`src/rtl/fetch_queue.sv`:
```
// fetch_queue: instruction-fetch front end. Issues one fetch per cycle while
// the FIFO plus the outstanding fetch leave room, buffers {pc, instr} pairs,
// and presents the head (or a NOP when empty) to IR1. A redirect flushes
// everything and restarts fetch at the branch target.
module fetch_queue #(
    parameter int         DEPTH     = 4,
    parameter logic [7:0] NOP_INSTR = 8'h0A
) (
    input  logic       clock,
    input  logic       reset,
    output logic [7:0] mem_addr,
    output logic       mem_rd,
    input  logic [7:0] mem_q,
    input  logic       stall,
    input  logic       redirect,
    input  logic [7:0] redirect_pc,
    output logic [7:0] ir_out,
    output logic [7:0] pc_out,
    output logic       ir_valid,
    output logic [2:0] count
);

    localparam int PW = (DEPTH > 1) ? $clog2(DEPTH) : 1;

    logic [7:0]    r_fetch_pc;
    logic          r_inflight;
    logic [7:0]    r_inflight_pc;
    logic [7:0]    r_fifo_pc    [DEPTH];
    logic [7:0]    r_fifo_instr [DEPTH];
    logic [PW-1:0] r_rd_ptr;
    logic [PW-1:0] r_wr_ptr;
    // One bit wider than the output so DEPTH=8 is representable internally.
    logic [3:0]    r_count;

    logic [4:0]    w_occ;
    logic          w_issue;
    logic          w_enq;
    logic          w_deq;
    logic          w_valid;

    // Issue/enqueue/dequeue decisions; redirect overrides all of them.
    always_comb begin
        w_occ    = {1'b0, r_count} + {4'b0, r_inflight};
        w_issue  = !reset && !redirect && (w_occ < 5'(DEPTH));
        w_enq    = r_inflight && !redirect;
        w_valid  = (r_count != 4'd0);
        w_deq    = w_valid && !stall && !redirect;
    end

    // Head presentation: NOP/PC 0 whenever the FIFO is empty.
    always_comb begin
        mem_addr = r_fetch_pc;
        mem_rd   = w_issue;
        ir_valid = w_valid;
        ir_out   = w_valid ? r_fifo_instr[r_rd_ptr] : NOP_INSTR;
        pc_out   = w_valid ? r_fifo_pc[r_rd_ptr]    : 8'h00;
        count    = r_count[2:0];
    end

    // Fetch PC, in-flight tracking, pointers and occupancy.
    always_ff @(posedge clock) begin
        if (reset) begin
            r_fetch_pc    <= 8'h00;
            r_inflight    <= 1'b0;
            r_inflight_pc <= 8'h00;
            r_rd_ptr      <= '0;
            r_wr_ptr      <= '0;
            r_count       <= 4'd0;
        end else if (redirect) begin
            // The response landing this cycle belongs to the old path: drop it.
            r_fetch_pc <= redirect_pc;
            r_inflight <= 1'b0;
            r_rd_ptr   <= '0;
            r_wr_ptr   <= '0;
            r_count    <= 4'd0;
        end else begin
            if (w_issue) begin
                r_inflight    <= 1'b1;
                r_inflight_pc <= r_fetch_pc;
                r_fetch_pc    <= r_fetch_pc + 8'd1;
            end else begin
                r_inflight <= 1'b0;
            end
            if (w_enq)
                r_wr_ptr <= r_wr_ptr + PW'(1);
            if (w_deq)
                r_rd_ptr <= r_rd_ptr + PW'(1);
            case ({w_enq, w_deq})
                2'b10:   r_count <= r_count + 4'd1;
                2'b01:   r_count <= r_count - 4'd1;
                default: r_count <= r_count;
            endcase
        end
    end

    // FIFO storage; contents need no reset since the count gates visibility.
    always_ff @(posedge clock) begin
        if (!reset && w_enq) begin
            r_fifo_pc[r_wr_ptr]    <= r_inflight_pc;
            r_fifo_instr[r_wr_ptr] <= mem_q;
        end
    end

    // The issue throttle must make an enqueue into a full FIFO impossible.
    always_ff @(posedge clock) begin
        if (!reset && w_enq)
            assert (r_count < 4'(DEPTH));
    end

endmodule
```
`config.mk`:
```
export PLATFORM = sky130hd
export DESIGN_NAME = fetch_queue
export DESIGN_NICKNAME = d
export VERILOG_FILES = /design/src/rtl/fetch_queue.sv
export SDC_FILE = /design/constraint.sdc
export NUM_CORES = 1
export LEC_CHECK = 0
export BUFFER_PORTS_ARGS = -buffer_cell sky130_fd_sc_hd__buf_4
export CAP_MARGIN = 15
export CORE_ASPECT_RATIO = 0.7
export CORE_MARGIN = 8
export CORE_UTILIZATION = 35
export CTS_CLUSTER_SIZE = 20
export DETAILED_ROUTE_END_ITERATION = 12
export PLACE_DENSITY = 0.52
export SYNTH_ARGS = -nofsm -noshare
export SYNTH_HDL_FRONTEND = slang
export SYNTH_SLANG_ARGS = --single-unit
```
`constraint.sdc`:
```
create_clock -name clock -period 3.88 [get_ports clock]
set_clock_uncertainty 0.1 [all_clocks]
set_input_delay 0.388 -clock clock [delete_from_list [all_inputs] [get_ports clock]]
set_output_delay 0.388 -clock clock [all_outputs]
set_load 0.01 [all_outputs]
```
-- Word level (Yosys, flattened, before mapping)
Memory sizes are Yosys's and may differ from the RTL's. A register that Yosys moved wholly into a read port is not among the register bits.
Index checks and enable logic that the tools add are counted.
- flip-flop bits (word level): 25
- bits in writable memories: 64
- bits of input ports: 20
- output and inout port bits: 29
- word-level logic and storage cells: 44
- memories kept: 2
- $add $sub $neg: 6
- $lt $le $gt $ge: 1
- eq/ne operators: 2
- muxes and demuxes: 12
- bitwise gates (word level): 1
- reduce and logical (&&, ||, !) cells: 14
- memories (memory ; words ; width ; rd ports ; clocked after memory_dff ; write ports ; line ; RTL):
    r_fifo_instr ; 4 ; 8 ; 1 ; 1 ; 1 ; 29 ; logic [7:0] r_fifo_instr [DEPTH];
    r_fifo_pc ; 4 ; 8 ; 1 ; 1 ; 1 ; 28 ; logic [7:0] r_fifo_pc [DEPTH];
- operator list (operator ; count):
    $mux W8 ; 4
    $add A8 B1 Y8 const B ; 1
    $mux W2 ; 4
    $pmux W4 S2 ; 1
    $logic_and A1 B1 Y1 ; 6
    $add A4 B1 Y5 ; 1
    $lt A5 B3 Y1 const B ; 1
    $add A2 B1 Y2 const B ; 2
    $add A4 B1 Y4 const B ; 1
    $reduce_bool A2 Y1 ; 2
    $reduce_bool A4 Y1 ; 1
    $sub A4 B1 Y4 const B ; 1
    $logic_not A1 Y1 ; 3
    $mux W1 ; 3
    $eq A2 B1 Y1 const B ; 1
    $eq A2 B2 Y1 const B ; 1
    $reduce_and A2 Y1 ; 1
    $reduce_or A2 Y1 ; 1
    $not A1 Y1 ; 1

-- Logic depth before layout (Yosys ltp)
- word-level depth: 5
- gate-level depth with buffers: 10
- gate-level depth less buffers: 9

-- Least setup slack after synthesis
OpenSTA, ideal clock, no wires.
- path kind: register to register
- start point: reg r_count[1]
- end point: reg r_count[2]
- library setup time: 0.071 ns
- arrival: 2.242 ns
- required time: 3.709 ns
- path slack: 1.467 ns
- stages on the path, launching flop included: 11
- path buffers: 1
- clock period less this slack: 2.413 ns
- path through: dfxtp_1 > buf_2 > nor4_4 > nor3_1 > ha_1 > xor2_1 > ha_1 > a21oi_1 > xor2_1 > or3_1 > a21oi_1
- longest elaborated chain between the ends: 5
- elaborated cells between the ends (all ways): 9
- classes of those cells: add/sub (2); eq/ne (2); mux (1); reduce/logical (4)
- RTL lines (item ; line ; RTL):
    start: declaration ; 33 ; logic [3:0] r_count;
    start signal: assignment ; 89 ; 2'b10: r_count <= r_count + 4'd1;
    start signal: assignment ; 90 ; 2'b01: r_count <= r_count - 4'd1;
    start signal: assignment ; 91 ; default: r_count <= r_count;
    $reduce_bool A4 Y1 (*) ; 46 ; w_valid = (r_count != 4'd0);
    $logic_and A1 B1 Y1 (*) (2 in series) ; 47 ; w_deq = w_valid && !stall && !redirect;
    via w_deq ; 38 ; logic w_deq;
    $eq A2 B1 Y1 or $eq A2 B2 Y1 (tied branches) ; 88 ; case ({w_enq, w_deq})
    $pmux W4 S2 or $reduce_bool A2 Y1 (tied branches) ; - ;
Mark *: on every way through the listed nets, which the timed path passes. The rest lies on a longest branch.
A chain may end at the register's enable or synchronous reset.

==> results_dict.tcl <==
set metrics [dict create \
    drc 0 \
    r2r_start "r_count[1]" \
    finalSetupTns_ns 0 \
    dp_slack_ns 1.21 \
    avgSynthCellArea_um2 14.4 \
    final_area_um2 4540 \
    worstSetupStartpointType "flip-flop" \
    num_rows 31 \
    slew_headroom 0.422 \
    die_area_um2 14400 \
    ios 49 \
    critical_path_required_ns 3.39 \
    r2r_cells 10 \
    worstPathMaxFanout 7 \
    hold_viol 0 \
    worstMarginPinSlew_ns 0.867 \
    p_total_mw 2.03 \
    fin_ws_ns 1.19 \
    cts-resized-gates 0 \
    cts.sinks 91 \
    synth_cell_types 45 \
    diodes 0 \
    gp_congestion 0.736 \
    cts_buffers 9 \
    p_leak_nw 1.66 \
    ir_worst_vdd_v 0.000210 \
    post_drt_wl_per_cell_um 16.6 \
    initial_core_util 0.362 \
    hpwl_um 4870 \
    final.period_utilization 0.693 \
    netlist_area_um2 3760 \
    grt_pass1_wl_um 12000 \
    via_per_inst 4.91 \
    reg2reg_slack_ns 1.20 \
    yosys_register_bits 91 \
    clock_latency_ns 0.33 \
    cts_tree "done" \
    endpoint "ir_out[3]" \
    setup_viol 0 \
    htreeDepth 3 \
    netlist_top_cells_area "edfxtp_1 51%, dfxtp_1 14%, mux4_2 9.6%" \
    synthCells 262 \
    cts-root-buf "clkbuf_16" \
    hold_path_class "primary input to flip-flop" \
    fillers 960 \
    r2r_end "r_count[2]" \
    die_x_um 140 \
    dp.cells 429 \
    synth_area_leader_cell "edfxtp_1" \
    antenna_found_initial 0 \
    vias 2187 \
    critical_path_arrival_ns 2.20 \
    dpl-instance-area_um2 4230 \
    power.density_nw_per_um2 448 \
    yosys_warnings 0 \
    synth_top_area_frac 0.511 \
    crit_top_cell "buf_4" \
    grt_pass1_vias 2326 \
    antenna_left 0 \
    ys_seq_area_frac 0.654 \
    rsz0062_at_grt "no" \
    period_needed_ns 2.69 \
    cp_slowest_stage_delay_ns 0.61 \
    grt_start_max_net_pins 20 \
    drive_above_1_share 0.297 \
    fmax_ghz 0.372 \
    synthesis.nets 290 \
    status "finished, final reports clean" \
    routed_wl_um 7390 \
    slowest_stage "dfxtp_1" \
    port_buffers 48 \
    die_y_um 103 \
    fin_nets 336 \
    firstDrtPassIters 5 \
    grtUsageTotal 0.108 \
    drt_first_iter_violations 104 \
    clk_path_buf_depth 2 \
    post_cts_buffers 0 \
    ctsHoldBuffers 0 \
    cap_violations 0 \
    syn_to_final_growth_pct 20.7 \
    core_area_um2 10400 \
    overflow 0 \
    clk_pin_slew_ns 0.06 \
    final_cells 445 \
    critical_path_class "flip-flop to output port" \
    crit_chain "buf_4 -> mux4_2 -> or2_2 -> buf_4" \
    end_kind "output port" \
    slew_violations 0 \
]
==> how the worst min path moves through the flow <==
stage                           startpoint                 end  cells past startpoint
after CTS                         mem_q[3]  r_fifo_instr[3][3]                      1
after global routing              mem_q[0]  r_fifo_instr[0][0]                      1
after global placement    r_inflight_pc[1]    r_inflight_pc[1]                      2
after floorplan           r_inflight_pc[0]     r_fifo_pc[0][0]                      0
after detailed placement       mem_addr[7]    r_inflight_pc[7]                      2
final                             mem_q[7]  r_fifo_instr[0][7]                      1
==> per-layer routing <==
layer  track usage  routed length [um]  share of wire
met1         0.136                3510           0.48
met2         0.171                3420           0.46
met3        0.0398                 414          0.056
met5             0                   0              0
met4        0.0374                  42         0.0057
==> cell usage after synthesis <==
cell	n
a211o_1	1
a21oi_1	16
a222oi_1	1
a22oi_1	3
a2bb2oi_1	1
a31oi_1	2
a41oi_1	1
and2b_2	1
and3_1	4
buf_1	1
buf_2	6
buf_4	4
clkbuf_1	3
clkbuf_2	2
dfxtp_1	27
edfxtp_1	64
ha_1	8
inv_1	6
inv_2	1
mux2i_1	2
mux4_2	16
nand2_1	31
nand3_1	3
nand3_2	2
nand4_1	1
nor2_1	12
nor2_4	1
nor2b_1	15
nor3_1	1
nor4_4	1
nor4b_1	2
nor4bb_1	1
o21ai_0	2
o21ai_1	1
o22ai_1	4
o311ai_0	1
o31a_1	1
o31a_2	1
or2_0	1
or2_2	2
or2_4	1
or3_1	1
or4_1	1
xnor2_1	3
xor2_1	3
==> sequential cells by signal, summed over array words and instances (netlist names), named ones only <==
| signal | cells |
|---|---|
| mem_addr | 8 |
| r_fifo_pc | 32 |
| r_rd_ptr | 2 |
| r_count | 4 |
| r_inflight | 1 |
| r_wr_ptr | 2 |
| r_inflight_pc | 8 |
| r_fifo_instr | 32 |
==> critical path: cells and delay by family, from the launching register on <==
family	cells	cell delay, ns
buffers and inverters	2	0.44
DFF	1	0.61
muxes	1	0.52
and+or+nand+nor	1	0.30
==> placed cells by master, fill, tap and decap left out, types with 8 or more instances in the layout <==
| cell type | n |
|---|---|
| nor2_1 | 12 |
| edfxtp_1 | 64 |
| nand2_1 | 31 |
| ha_1 | 8 |
| mux4_2 | 16 |
| nor2b_1 | 15 |
| dfxtp_1 | 27 |
| clkbuf_16 | 9 |
| buf_4 | 51 |
| a21oi_1 | 16 |
==> cell type report <==
| class | instances | area [um2] | share of cell area |
|---|---|---|---|
| flip-flops and latches | 91 | 2460 | 0.542 |
| multi-input cells | 148 | 1190 | 0.262 |
| repair buffers | 51 | 383 | 0.0843 |
| clock buffers | 12 | 267 | 0.0587 |
| clock inverters | 4 | 47.5 | 0.0105 |
| inverters | 7 | 26.3 | 0.00579 |
| well taps | 132 | 165 | 0.0364 |
==> power by group <==
group	internal, mW	switching (mW)	total (mW)	leakage, nW
logic	0.0403	0.0445	0.0848	0.648
clock network	0.549	0.339	0.888	0.155
registers	1.05	0.0147	1.06	0.855
total	1.64	0.398	2.03	1.66
==> stage by stage <==
step            util  hold WS [ns]
5_1_grt        0.437         0.149
6_report       0.437         0.159
4_1_cts        0.437         0.144
3_3_place_gp   0.406         0.386
3_5_place_dp   0.406         0.398
2_1_floorplan      -         0.360
==> cells by family (layout without fill, tap and decap cells) <==
family | Yosys count | after routing | synth area share
flip-flops | 91 | 91 | 0.654
AO/OA/AOI/OAI | 35 | 35 | 0.0582
multiplexers | 18 | 18 | 0.101
buffers and inverters | 23 | 74 | 0.0296
adder cells (fa/ha/maj) | 8 | 8 | 0.0266
AND/OR/NAND/NOR | 81 | 81 | 0.116
XOR/XNOR | 6 | 6 | 0.0140
Power figures use the tool's default switching activity.
